`config.mk`:
```
export PLATFORM = sky130hd
export DESIGN_NAME = nf10_hdr_rewrite_flat
export DESIGN_NICKNAME = d
export VERILOG_FILES = /design/src/rtl/router_pkg.sv /design/src/rtl/nf10_hdr_rewrite_if.sv /design/src/rtl/fallthrough_small_fifo.sv /design/src/rtl/ip_cksum_dec_ttl.sv /design/src/rtl/nf10_hdr_rewrite.sv /design/src/flat_wrapper.sv
export SDC_FILE = /design/constraint.sdc
export NUM_CORES = 2
export LEC_CHECK = 0
export CAP_MARGIN = 40
export CORE_ASPECT_RATIO = 2
export CORE_MARGIN = 1.5
export CORE_UTILIZATION = 43
export DETAILED_ROUTE_END_ITERATION = 8
export GPL_TIMING_DRIVEN = 0
export MAX_ROUTING_LAYER = met4
export PLACE_DENSITY = 0.75
export SLEW_MARGIN = 20
export SYNTH_ARGS = -nofsm -noshare
export SYNTH_HDL_FRONTEND = slang
export SYNTH_HIERARCHICAL = 1
export SYNTH_SLANG_ARGS = --single-unit
```
`constraint.sdc`:
```
create_clock -name AXI_ACLK -period 18.6 [get_ports AXI_ACLK]
set_input_delay 4.65 -clock AXI_ACLK [delete_from_list [all_inputs] [get_ports AXI_ACLK]]
set_output_delay 4.65 -clock AXI_ACLK [all_outputs]
set_load 0.05 [all_outputs]
```
`src/rtl/router_pkg.sv`:
```
// rtl/router_pkg.sv - shared header field offsets and state encoding for the output-port-lookup pipeline
// Purpose: TDATA head-beat field positions, the minimum forwardable TTL and the
//          HEAD/BODY packet state used by the header rewrite stage.
// Ports:   none (package).
package router_pkg;

  localparam int MAC_W    = 48;
  localparam int DMAC_LO  = 208;  // dst MAC occupies [255:208]
  localparam int SMAC_LO  = 160;  // src MAC occupies [207:160]
  localparam int TTL_LO   = 72;   // TTL occupies [79:72]
  localparam int CKSUM_LO = 48;   // IP header checksum occupies [63:48]

  localparam logic [7:0] TTL_MIN = 8'd1;

  typedef enum logic {
    ST_HEAD = 1'b0,
    ST_BODY = 1'b1
  } hdr_state_e;

endpackage

```
`src/rtl/nf10_hdr_rewrite_if.sv`:
```
// rtl/nf10_hdr_rewrite_if.sv - packet stream bundle between pipeline stages
// Purpose: groups one packet stream (data, strobes, sideband user bits,
//          valid/ready handshake, end-of-packet marker).
// Ports:   master drives tdata/tstrb/tuser/tvalid/tlast and samples tready;
//          slave is the mirror image.
interface nf10_hdr_rewrite_if #(
  parameter int DATA_WIDTH = 256,
  parameter int USER_WIDTH = 128
);

  logic [DATA_WIDTH-1:0]   tdata;
  logic [DATA_WIDTH/8-1:0] tstrb;
  logic [USER_WIDTH-1:0]   tuser;
  logic                    tvalid;
  logic                    tready;
  logic                    tlast;

  modport master (output tdata, tstrb, tuser, tvalid, tlast, input tready);
  modport slave  (input tdata, tstrb, tuser, tvalid, tlast, output tready);

endinterface

```
`src/rtl/fallthrough_small_fifo.sv`:
```
// rtl/fallthrough_small_fifo.sv - small show-ahead FIFO
// Purpose: 2**DEPTH_BITS entry FIFO whose head entry is visible on dout while
//          not empty; a pop advances to the next entry on the clock edge.
// Ports:   clk, reset (sync, active-high), wr_en/din push, rd_en pop,
//          dout head entry, nearly_full (count >= PROG_FULL), empty.
module fallthrough_small_fifo #(
  parameter int WIDTH      = 8,
  parameter int DEPTH_BITS = 2,
  parameter int PROG_FULL  = 3
) (
  input  logic             clk,
  input  logic             reset,
  input  logic             wr_en,
  input  logic [WIDTH-1:0] din,
  input  logic             rd_en,
  output logic [WIDTH-1:0] dout,
  output logic             nearly_full,
  output logic             empty
);

  localparam int DEPTH = 1 << DEPTH_BITS;

  logic [WIDTH-1:0]      mem [DEPTH];
  logic [DEPTH_BITS-1:0] wr_ptr;
  logic [DEPTH_BITS-1:0] rd_ptr;
  logic [DEPTH_BITS:0]   count;
  logic                  full;
  logic                  do_wr;
  logic                  do_rd;

  assign full        = (count == (DEPTH_BITS+1)'(DEPTH));
  assign empty       = (count == '0);
  assign nearly_full = (count >= (DEPTH_BITS+1)'(PROG_FULL));
  assign do_wr       = wr_en && !full;
  assign do_rd       = rd_en && !empty;
  assign dout        = mem[rd_ptr];

  always_ff @(posedge clk) begin
    if (do_wr) mem[wr_ptr] <= din;
  end

  always_ff @(posedge clk) begin
    if (reset) begin
      wr_ptr <= '0;
      rd_ptr <= '0;
      count  <= '0;
    end else begin
      if (do_wr) wr_ptr <= wr_ptr + DEPTH_BITS'(1);
      if (do_rd) rd_ptr <= rd_ptr + DEPTH_BITS'(1);
      count <= count + (DEPTH_BITS+1)'(do_wr) - (DEPTH_BITS+1)'(do_rd);
    end
  end

endmodule

```
`src/rtl/ip_cksum_dec_ttl.sv`:
```
// rtl/ip_cksum_dec_ttl.sv - TTL decrement with incremental IPv4 checksum update
// Purpose: lowering TTL by one lowers the header word holding TTL by 0x0100,
//          so the ones'-complement checksum rises by 0x0100 with the carry
//          folded back in. No 0x0000/0xFFFF remapping is applied.
// Ports:   ttl_in/cksum_in original fields, ttl_out/cksum_out updated fields.
module ip_cksum_dec_ttl (
  input  logic [7:0]  ttl_in,
  input  logic [15:0] cksum_in,
  output logic [7:0]  ttl_out,
  output logic [15:0] cksum_out
);

  logic [16:0] sum;

  assign sum       = {1'b0, cksum_in} + 17'h00100;
  // Fold cannot carry again: the largest sum is 0x100FF.
  assign cksum_out = sum[15:0] + {15'b0, sum[16]};
  assign ttl_out   = ttl_in - 8'd1;

endmodule

```
`src/rtl/nf10_hdr_rewrite.sv`:
```
// rtl/nf10_hdr_rewrite.sv - next-hop Ethernet header rewrite after ARP lookup
// Purpose: forwarded IPv4 packets get new dst/src MAC, TTL-1, patched checksum
//          and the dst-port byte; ARP misses and expiring TTLs go to the CPU
//          queue of their source port; packets already carrying a dst-port
//          byte pass untouched. Optional macro HDR_REWRITE_STATS_EN adds
//          per-class 32-bit head counters.
// Ports:   AXI_ACLK, AXI_RESET (sync, active-high); s_axis packet in;
//          m_axis packet out; res_valid/res_ready/res_hit/res_oq/res_dmac
//          lookup results; mac0..mac3 own port MACs;
//          cnt_fwd/cnt_miss/cnt_ttl_exp/cnt_bypass (HDR_REWRITE_STATS_EN only).
module nf10_hdr_rewrite
  import router_pkg::*;
#(
  parameter int C_M_AXIS_DATA_WIDTH  = 256,
  parameter int C_S_AXIS_DATA_WIDTH  = 256,
  parameter int C_M_AXIS_TUSER_WIDTH = 128,
  parameter int C_S_AXIS_TUSER_WIDTH = 128,
  parameter int SRC_PORT_POS         = 16,
  parameter int DST_PORT_POS         = 24,
  parameter int RES_FIFO_DEPTH_BITS  = 2
) (
  input  logic               AXI_ACLK,
  input  logic               AXI_RESET,
  nf10_hdr_rewrite_if.slave  s_axis,
  nf10_hdr_rewrite_if.master m_axis,
  input  logic               res_valid,
  output logic               res_ready,
  input  logic               res_hit,
  input  logic [7:0]         res_oq,
  input  logic [MAC_W-1:0]   res_dmac,
  input  logic [MAC_W-1:0]   mac0,
  input  logic [MAC_W-1:0]   mac1,
  input  logic [MAC_W-1:0]   mac2,
  input  logic [MAC_W-1:0]   mac3
`ifdef HDR_REWRITE_STATS_EN
  ,
  output logic [31:0]        cnt_fwd,
  output logic [31:0]        cnt_miss,
  output logic [31:0]        cnt_ttl_exp,
  output logic [31:0]        cnt_bypass
`endif
);

  localparam int STRB_W = C_S_AXIS_DATA_WIDTH / 8;
  localparam int PKT_W  = 1 + C_S_AXIS_TUSER_WIDTH + STRB_W + C_S_AXIS_DATA_WIDTH;
  localparam int RES_W  = 1 + 8 + MAC_W;

  logic [PKT_W-1:0]                pkt_dout;
  logic [C_S_AXIS_DATA_WIDTH-1:0]  in_data;
  logic [STRB_W-1:0]               in_strb;
  logic [C_S_AXIS_TUSER_WIDTH-1:0] in_user;
  logic                            in_last;
  logic                            pkt_empty;
  logic                            pkt_nearly_full;

  logic [RES_W-1:0]                res_dout;
  logic                            r_hit;
  logic [7:0]                      r_oq;
  logic [MAC_W-1:0]                r_dmac;
  logic                            res_empty;
  logic                            res_full;
  logic                            res_rd;

  hdr_state_e                      state;
  logic [C_M_AXIS_TUSER_WIDTH-1:0] head_user_q;
  logic [C_M_AXIS_DATA_WIDTH-1:0]  out_data;
  logic [C_M_AXIS_TUSER_WIDTH-1:0] out_user;
  logic [MAC_W-1:0]                smac;
  logic [7:0]                      ttl_dec;
  logic [15:0]                     cksum_inc;
  logic                            is_head;
  logic                            bypass;
  logic                            fwd;
  logic                            can_emit;
  logic                            xfer;

  assign s_axis.tready = !pkt_nearly_full;
  assign res_ready     = !res_full && !AXI_RESET;

  fallthrough_small_fifo #(.WIDTH(PKT_W), .DEPTH_BITS(2), .PROG_FULL(3)) u_pkt_fifo (
    .clk         (AXI_ACLK),
    .reset       (AXI_RESET),
    .wr_en       (s_axis.tvalid && s_axis.tready),
    .din         ({s_axis.tlast, s_axis.tuser, s_axis.tstrb, s_axis.tdata}),
    .rd_en       (xfer),
    .dout        (pkt_dout),
    .nearly_full (pkt_nearly_full),
    .empty       (pkt_empty)
  );

  // Threshold equals the depth, so nearly_full is the true full flag here.
  fallthrough_small_fifo #(
    .WIDTH(RES_W), .DEPTH_BITS(RES_FIFO_DEPTH_BITS), .PROG_FULL(1 << RES_FIFO_DEPTH_BITS)
  ) u_res_fifo (
    .clk         (AXI_ACLK),
    .reset       (AXI_RESET),
    .wr_en       (res_valid && res_ready),
    .din         ({res_hit, res_oq, res_dmac}),
    .rd_en       (res_rd),
    .dout        (res_dout),
    .nearly_full (res_full),
    .empty       (res_empty)
  );

  assign {in_last, in_user, in_strb, in_data} = pkt_dout;
  assign {r_hit, r_oq, r_dmac}                = res_dout;

  ip_cksum_dec_ttl u_cksum (
    .ttl_in    (in_data[TTL_LO +: 8]),
    .cksum_in  (in_data[CKSUM_LO +: 16]),
    .ttl_out   (ttl_dec),
    .cksum_out (cksum_inc)
  );

  assign is_head  = (state == ST_HEAD);
  assign bypass   = (in_user[DST_PORT_POS +: 8] != 8'h00);
  assign fwd      = r_hit && (in_data[TTL_LO +: 8] > TTL_MIN);
  // A head that needs a lookup result stalls until one is queued.
  assign can_emit = !pkt_empty && !AXI_RESET && (!is_head || bypass || !res_empty);
  assign xfer     = can_emit && m_axis.tready;
  assign res_rd   = xfer && is_head && !bypass;

  // Even bit 2k of the one-hot port selects MAC port k; lowest wins.
  always_comb begin
    smac = mac0;
    if (r_oq[6]) smac = mac3;
    if (r_oq[4]) smac = mac2;
    if (r_oq[2]) smac = mac1;
    if (r_oq[0]) smac = mac0;
  end

  always_comb begin
    out_data = in_data;
    out_user = in_user;
    if (!is_head) begin
      out_user = head_user_q;
    end else if (!bypass) begin
      if (fwd) begin
        out_data[DMAC_LO +: MAC_W]  = r_dmac;
        out_data[SMAC_LO +: MAC_W]  = smac;
        out_data[TTL_LO +: 8]       = ttl_dec;
        out_data[CKSUM_LO +: 16]    = cksum_inc;
        out_user[DST_PORT_POS +: 8] = r_oq;
      end else begin
        // CPU queue sits one bit above its MAC port.
        out_user[DST_PORT_POS +: 8] = in_user[SRC_PORT_POS +: 8] << 1;
      end
    end
  end

  assign m_axis.tdata  = out_data;
  assign m_axis.tstrb  = in_strb;
  assign m_axis.tuser  = out_user;
  assign m_axis.tlast  = in_last;
  assign m_axis.tvalid = can_emit;

  always_ff @(posedge AXI_ACLK) begin
    if (AXI_RESET) begin
      state       <= ST_HEAD;
      head_user_q <= '0;
`ifdef HDR_REWRITE_STATS_EN
      cnt_fwd     <= '0;
      cnt_miss    <= '0;
      cnt_ttl_exp <= '0;
      cnt_bypass  <= '0;
`endif
    end else if (xfer) begin
      state <= in_last ? ST_HEAD : ST_BODY;
      if (is_head) begin
        head_user_q <= out_user;
`ifdef HDR_REWRITE_STATS_EN
        if (bypass)      cnt_bypass  <= cnt_bypass + 32'd1;
        else if (!r_hit) cnt_miss    <= cnt_miss + 32'd1;
        else if (!fwd)   cnt_ttl_exp <= cnt_ttl_exp + 32'd1;
        else             cnt_fwd     <= cnt_fwd + 32'd1;
`endif
      end
    end
  end

endmodule

```
`src/flat_wrapper.sv`:
```
// flat-port wrapper written by rule: the top's interface ports become plain ports
module nf10_hdr_rewrite_flat import router_pkg::*;
#(
  parameter int C_M_AXIS_DATA_WIDTH  = 256,
  parameter int C_S_AXIS_DATA_WIDTH  = 256,
  parameter int C_M_AXIS_TUSER_WIDTH = 128,
  parameter int C_S_AXIS_TUSER_WIDTH = 128,
  parameter int SRC_PORT_POS         = 16,
  parameter int DST_PORT_POS         = 24,
  parameter int RES_FIFO_DEPTH_BITS  = 2
)
  (AXI_ACLK, AXI_RESET, res_valid, res_ready, res_hit, res_oq, res_dmac, mac0, mac1, mac2, mac3, s_axis_tdata, s_axis_tstrb, s_axis_tuser, s_axis_tvalid, s_axis_tlast, s_axis_tready, m_axis_tdata, m_axis_tstrb, m_axis_tuser, m_axis_tvalid, m_axis_tlast, m_axis_tready);
  nf10_hdr_rewrite_if #(.DATA_WIDTH(256), .USER_WIDTH(128)) s_axis_i ();
  nf10_hdr_rewrite_if #(.DATA_WIDTH(256), .USER_WIDTH(128)) m_axis_i ();
  input  logic AXI_ACLK;
  input  logic AXI_RESET;
  input  logic res_valid;
  output logic res_ready;
  input  logic res_hit;
  input  logic [7:0] res_oq;
  input  logic [MAC_W-1:0] res_dmac;
  input  logic [MAC_W-1:0] mac0;
  input  logic [MAC_W-1:0] mac1;
  input  logic [MAC_W-1:0] mac2;
  input  logic [MAC_W-1:0] mac3;
  input wire logic [$bits(s_axis_i.tdata)-1:0] s_axis_tdata;
  input wire logic [$bits(s_axis_i.tstrb)-1:0] s_axis_tstrb;
  input wire logic [$bits(s_axis_i.tuser)-1:0] s_axis_tuser;
  input wire logic [$bits(s_axis_i.tvalid)-1:0] s_axis_tvalid;
  input wire logic [$bits(s_axis_i.tlast)-1:0] s_axis_tlast;
  output wire logic [$bits(s_axis_i.tready)-1:0] s_axis_tready;
  output wire logic [$bits(m_axis_i.tdata)-1:0] m_axis_tdata;
  output wire logic [$bits(m_axis_i.tstrb)-1:0] m_axis_tstrb;
  output wire logic [$bits(m_axis_i.tuser)-1:0] m_axis_tuser;
  output wire logic [$bits(m_axis_i.tvalid)-1:0] m_axis_tvalid;
  output wire logic [$bits(m_axis_i.tlast)-1:0] m_axis_tlast;
  input wire logic [$bits(m_axis_i.tready)-1:0] m_axis_tready;
  assign s_axis_i.tdata = s_axis_tdata;
  assign s_axis_i.tstrb = s_axis_tstrb;
  assign s_axis_i.tuser = s_axis_tuser;
  assign s_axis_i.tvalid = s_axis_tvalid;
  assign s_axis_i.tlast = s_axis_tlast;
  assign s_axis_tready = s_axis_i.tready;
  assign m_axis_tdata = m_axis_i.tdata;
  assign m_axis_tstrb = m_axis_i.tstrb;
  assign m_axis_tuser = m_axis_i.tuser;
  assign m_axis_tvalid = m_axis_i.tvalid;
  assign m_axis_tlast = m_axis_i.tlast;
  assign m_axis_i.tready = m_axis_tready;
  nf10_hdr_rewrite #(.C_M_AXIS_DATA_WIDTH(C_M_AXIS_DATA_WIDTH), .C_S_AXIS_DATA_WIDTH(C_S_AXIS_DATA_WIDTH), .C_M_AXIS_TUSER_WIDTH(C_M_AXIS_TUSER_WIDTH), .C_S_AXIS_TUSER_WIDTH(C_S_AXIS_TUSER_WIDTH), .SRC_PORT_POS(SRC_PORT_POS), .DST_PORT_POS(DST_PORT_POS), .RES_FIFO_DEPTH_BITS(RES_FIFO_DEPTH_BITS)) u_core (.AXI_ACLK(AXI_ACLK), .AXI_RESET(AXI_RESET), .s_axis(s_axis_i), .m_axis(m_axis_i), .res_valid(res_valid), .res_ready(res_ready), .res_hit(res_hit), .res_oq(res_oq), .res_dmac(res_dmac), .mac0(mac0), .mac1(mac1), .mac2(mac2), .mac3(mac3));
endmodule
```
==> results.cfg <==
[die]
die_y_um = 608
core_um2 = 182000
die_w_um = 306
num_rows = 222
dieArea_um2 = 186000
start_util_pct = 43.2
io_pins = 1091

[setup_path]
endpoint_kind = output port
crit_buf_inv = 3
rrSetupSlack_ns = 13.05
crit_family = buffers and inverters
reg2reg_to = u_core/u_res_fifo/count[2]
crit_path_max_fanout = 1
crit_top_cell = clkdlybuf4s50_1
worstSetupStartpoint = mac1[47]
critPathLaunchType = primary input
crit_slowest_cell = clkdlybuf4s50_1
crit_path_max_incr_delay_ns = 0.74
crit_type = in -> out
worst_ep_arrival_time_ns = 6.93
cp_cell_sequence = clkdlybuf4s50_1 > inv_1 > a21oi_1 > o22ai_1 > o31ai_1 > clkdlybuf4s50_1
crit_required_ns = 13.95
cp.depth = 6
rr_worst_depth = 19
cp-endpoint = m_axis_tdata[207]

[power]
ir_drop_v = 0.000104
power_per_cell_area_nw_per_um2 = 138
leakagePower_nw = 31.8

[clock_tree]
cts-root-buf = clkbuf_16
cts_tree = built
clkLatencyLatePin_ns = 0.83
cts_resized = 0
clkSinkCount = 2043
cts_max_level = 4
cts-buffers-inserted = 181
clk_pin_slew_ns = 0.07
post_cts_buffers = 0
clk_path_buf_depth = 4
ctsHoldBuffers = 0

[timing]
rsz0062_at_grt = false
period_share_pct = 62.3
final.setup.worst_slack_ns = 7.02
setup_tns_ns = 0
drv_slew = 0
clock.fmax_ghz = 0.0864
fin_hold_ws_ns = 0.454
min_period_ns = 11.58
finalHoldViolations = 0
finalSetupViolCount = 0
fin_skew_ns = 0.0688
slew_headroom_pct = 37.2
tightest_slew_ns = 0.932

[global_route]
grt_pass1_wl_um = 320000
gr-total-overflow = 0
globalRouteTotalUtil_pct = 25.0
grt_start_max_net_pins = 46
first_global_vias = 45100
antenna_found_initial = 116

[logic_synthesis]
syn_area_um2 = 78800
ys_seq_elements = 2043
synthArstFlopShare_pct = 0
synth_area_per_cell_um2 = 20.8
ys_types = 60
synth-seq-area-share_pct = 76.0
synth_edf_count = 1896
synth_top_flop_cell = edfxtp_1
syn_nets = 4470
syn_inst = 3779
yosysWarnings = 6

[flow_run]
drv_cap = 0

[route]
wl_um = 229000
vias = 42700
first_pass_iters = 6
final_antenna_net_count = 0
routedWlPerCell_um = 29.7
viasPerCell = 5.55
drtIter0Drc = 3492
drc = 0

[final_layout]
final_cell_mix = edfxtp_1 (1896), clkdlybuf4s50_1 (1089), mux4_2 (474)
drive_gt1_share_pct = 22.4
layout_commonest_cell = edfxtp_1
layout.area.seq_um2 = 59900
final_util_pct = 54.9
area_delta_synth_final_pct = 27.3
multi_input_area_um2 = 17700
nNetsFinal = 5817
fillers = 13800

[placement]
pre_cts_slack_ns = 7.02
gp_congestion = 0.902
io_buffers = 1089
hpwl_um = 167000

[run_status]
status = finished, final reports clean

[worst_hold_path]
worst_hold_path_type = reg -> reg
-- sequential cells by signal (all words and copies together) (netlist names), named ones only --
register	count
u_core/u_res_fifo/rd_ptr	2
u_core/head_user_q	128
u_core/u_pkt_fifo/wr_ptr	2
u_core/u_res_fifo/wr_ptr	2
u_core/u_res_fifo/mem	228
u_core/u_pkt_fifo/rd_ptr	2
u_core/u_pkt_fifo/count	3
u_core/u_pkt_fifo/mem	1668
u_core/state	1
u_core/u_res_fifo/count	3
-- worst min path at each step --
stage | cells after the start | startpoint | to | slack, ns
6_report | 2 | u_core/head_user_q[87] | u_core/head_user_q[87] | 0.45
5_1_grt | 2 | u_core/head_user_q[48] | u_core/head_user_q[48] | 0.47
4_1_cts | 2 | u_core/head_user_q[59] | u_core/head_user_q[59] | 0.45
3_5_place_dp | 2 | u_core/head_user_q[37] | u_core/head_user_q[37] | 0.44
3_3_place_gp | 2 | u_core/head_user_q[33] | u_core/head_user_q[33] | 0.44
2_1_floorplan | 2 | u_core/head_user_q[0] | u_core/head_user_q[0] | 0.43
-- synth_stat cells, drive strengths merged (2+ instances only) --
master	number	area, um^2
nor3	8	40.0
a21boi	2	15.0
nand3	9	50.1
ha	18	225
mux2	195	2200
xor2	15	131
dfxtp	147	2940
inv	27	101
o21ai	59	295
or3	3	18.8
and3b	2	18.8
o31ai	11	82.6
buf	120	800
mux4	474	10700
edfxtp	1896	56900
nor4	3	48.8
mux2i	16	160
nor2	133	499
clkbuf	93	349
and2	11	68.8
fa	2	40.0
o22ai	48	300
or3b	2	17.5
o41ai	48	732
nand4b	2	23.8
nand2	253	950
nor2b	4	25.0
a21oi	132	661
o21bai	2	15.0
a211oi	9	72.6
nand2b	5	31.3
xnor2	12	105
nor3b	2	15.0
-- tightest hold or removal path: stages (launching register included) --
cell	delay, ns
dfxtp_1	0.31
nand2_1	0.05
a21oi_1	0.05
-- metrics by stage --
| step | power, mW | area (um^2) | instances |
|---|---|---|---|
| floorplan | 8.71 | 78800 | 3779 |
| global placement | 10.4 | 92600 | 7220 |
| detailed placement | 10.1 | 94100 | 7290 |
| CTS | 13.9 | 100000 | 7607 |
| global route | 14.2 | 100000 | 7678 |
| finish | 13.8 | 100000 | 7697 |
-- where the power goes --
part / total, mW / internal [mW] / switching (mW)
clock network: 3.80 / 2.17 / 1.63
logic: 4.21 / 1.52 / 2.69
registers: 5.82 / 5.67 / 0.146
total: 13.8 / 9.36 / 4.47
-- area by class of cell --
type	count	area share, %
inverters	27	0.101
flip-flops and latches	2043	59.7
clock buffers	220	4.77
clock inverters	97	1.16
multi-input cells	1496	17.6
plain buffers	213	1.16
well taps	2352	2.94
diodes	85	0.212
repair buffers	1164	12.3
-- cells by family (layout without fill, tap and decap cells) --
| kind of cell | after synthesis | count (layout) | synth area share (%) |
|---|---|---|---|
| adders and majority gates | 20 | 20 | 0.337 |
| xor gates and xnor gates | 27 | 27 | 0.300 |
| DFF | 2043 | 2043 | 76.0 |
| muxes | 685 | 685 | 16.5 |
| other | 0 | 85 | 0 |
| AOI/OAI and AO/OA | 318 | 318 | 2.83 |
| and+or+nand+nor | 446 | 446 | 2.40 |
| buffers and inverters | 240 | 1721 | 1.59 |
-- metal layers --
| layer | wire, um | vias up | GRT usage (%) |
|---|---|---|---|
| li1 | - | 18300 | - |
| met1 | 79000 | 22100 | 27.2 |
| met2 | 118000 | 1897 | 42.5 |
| met3 | 20000 | 479 | 6.35 |
| met4 | 11400 | 0 | 12.3 |
| met5 | 0 | - | - |
Note: power is estimated with default switching activity, not from simulation.
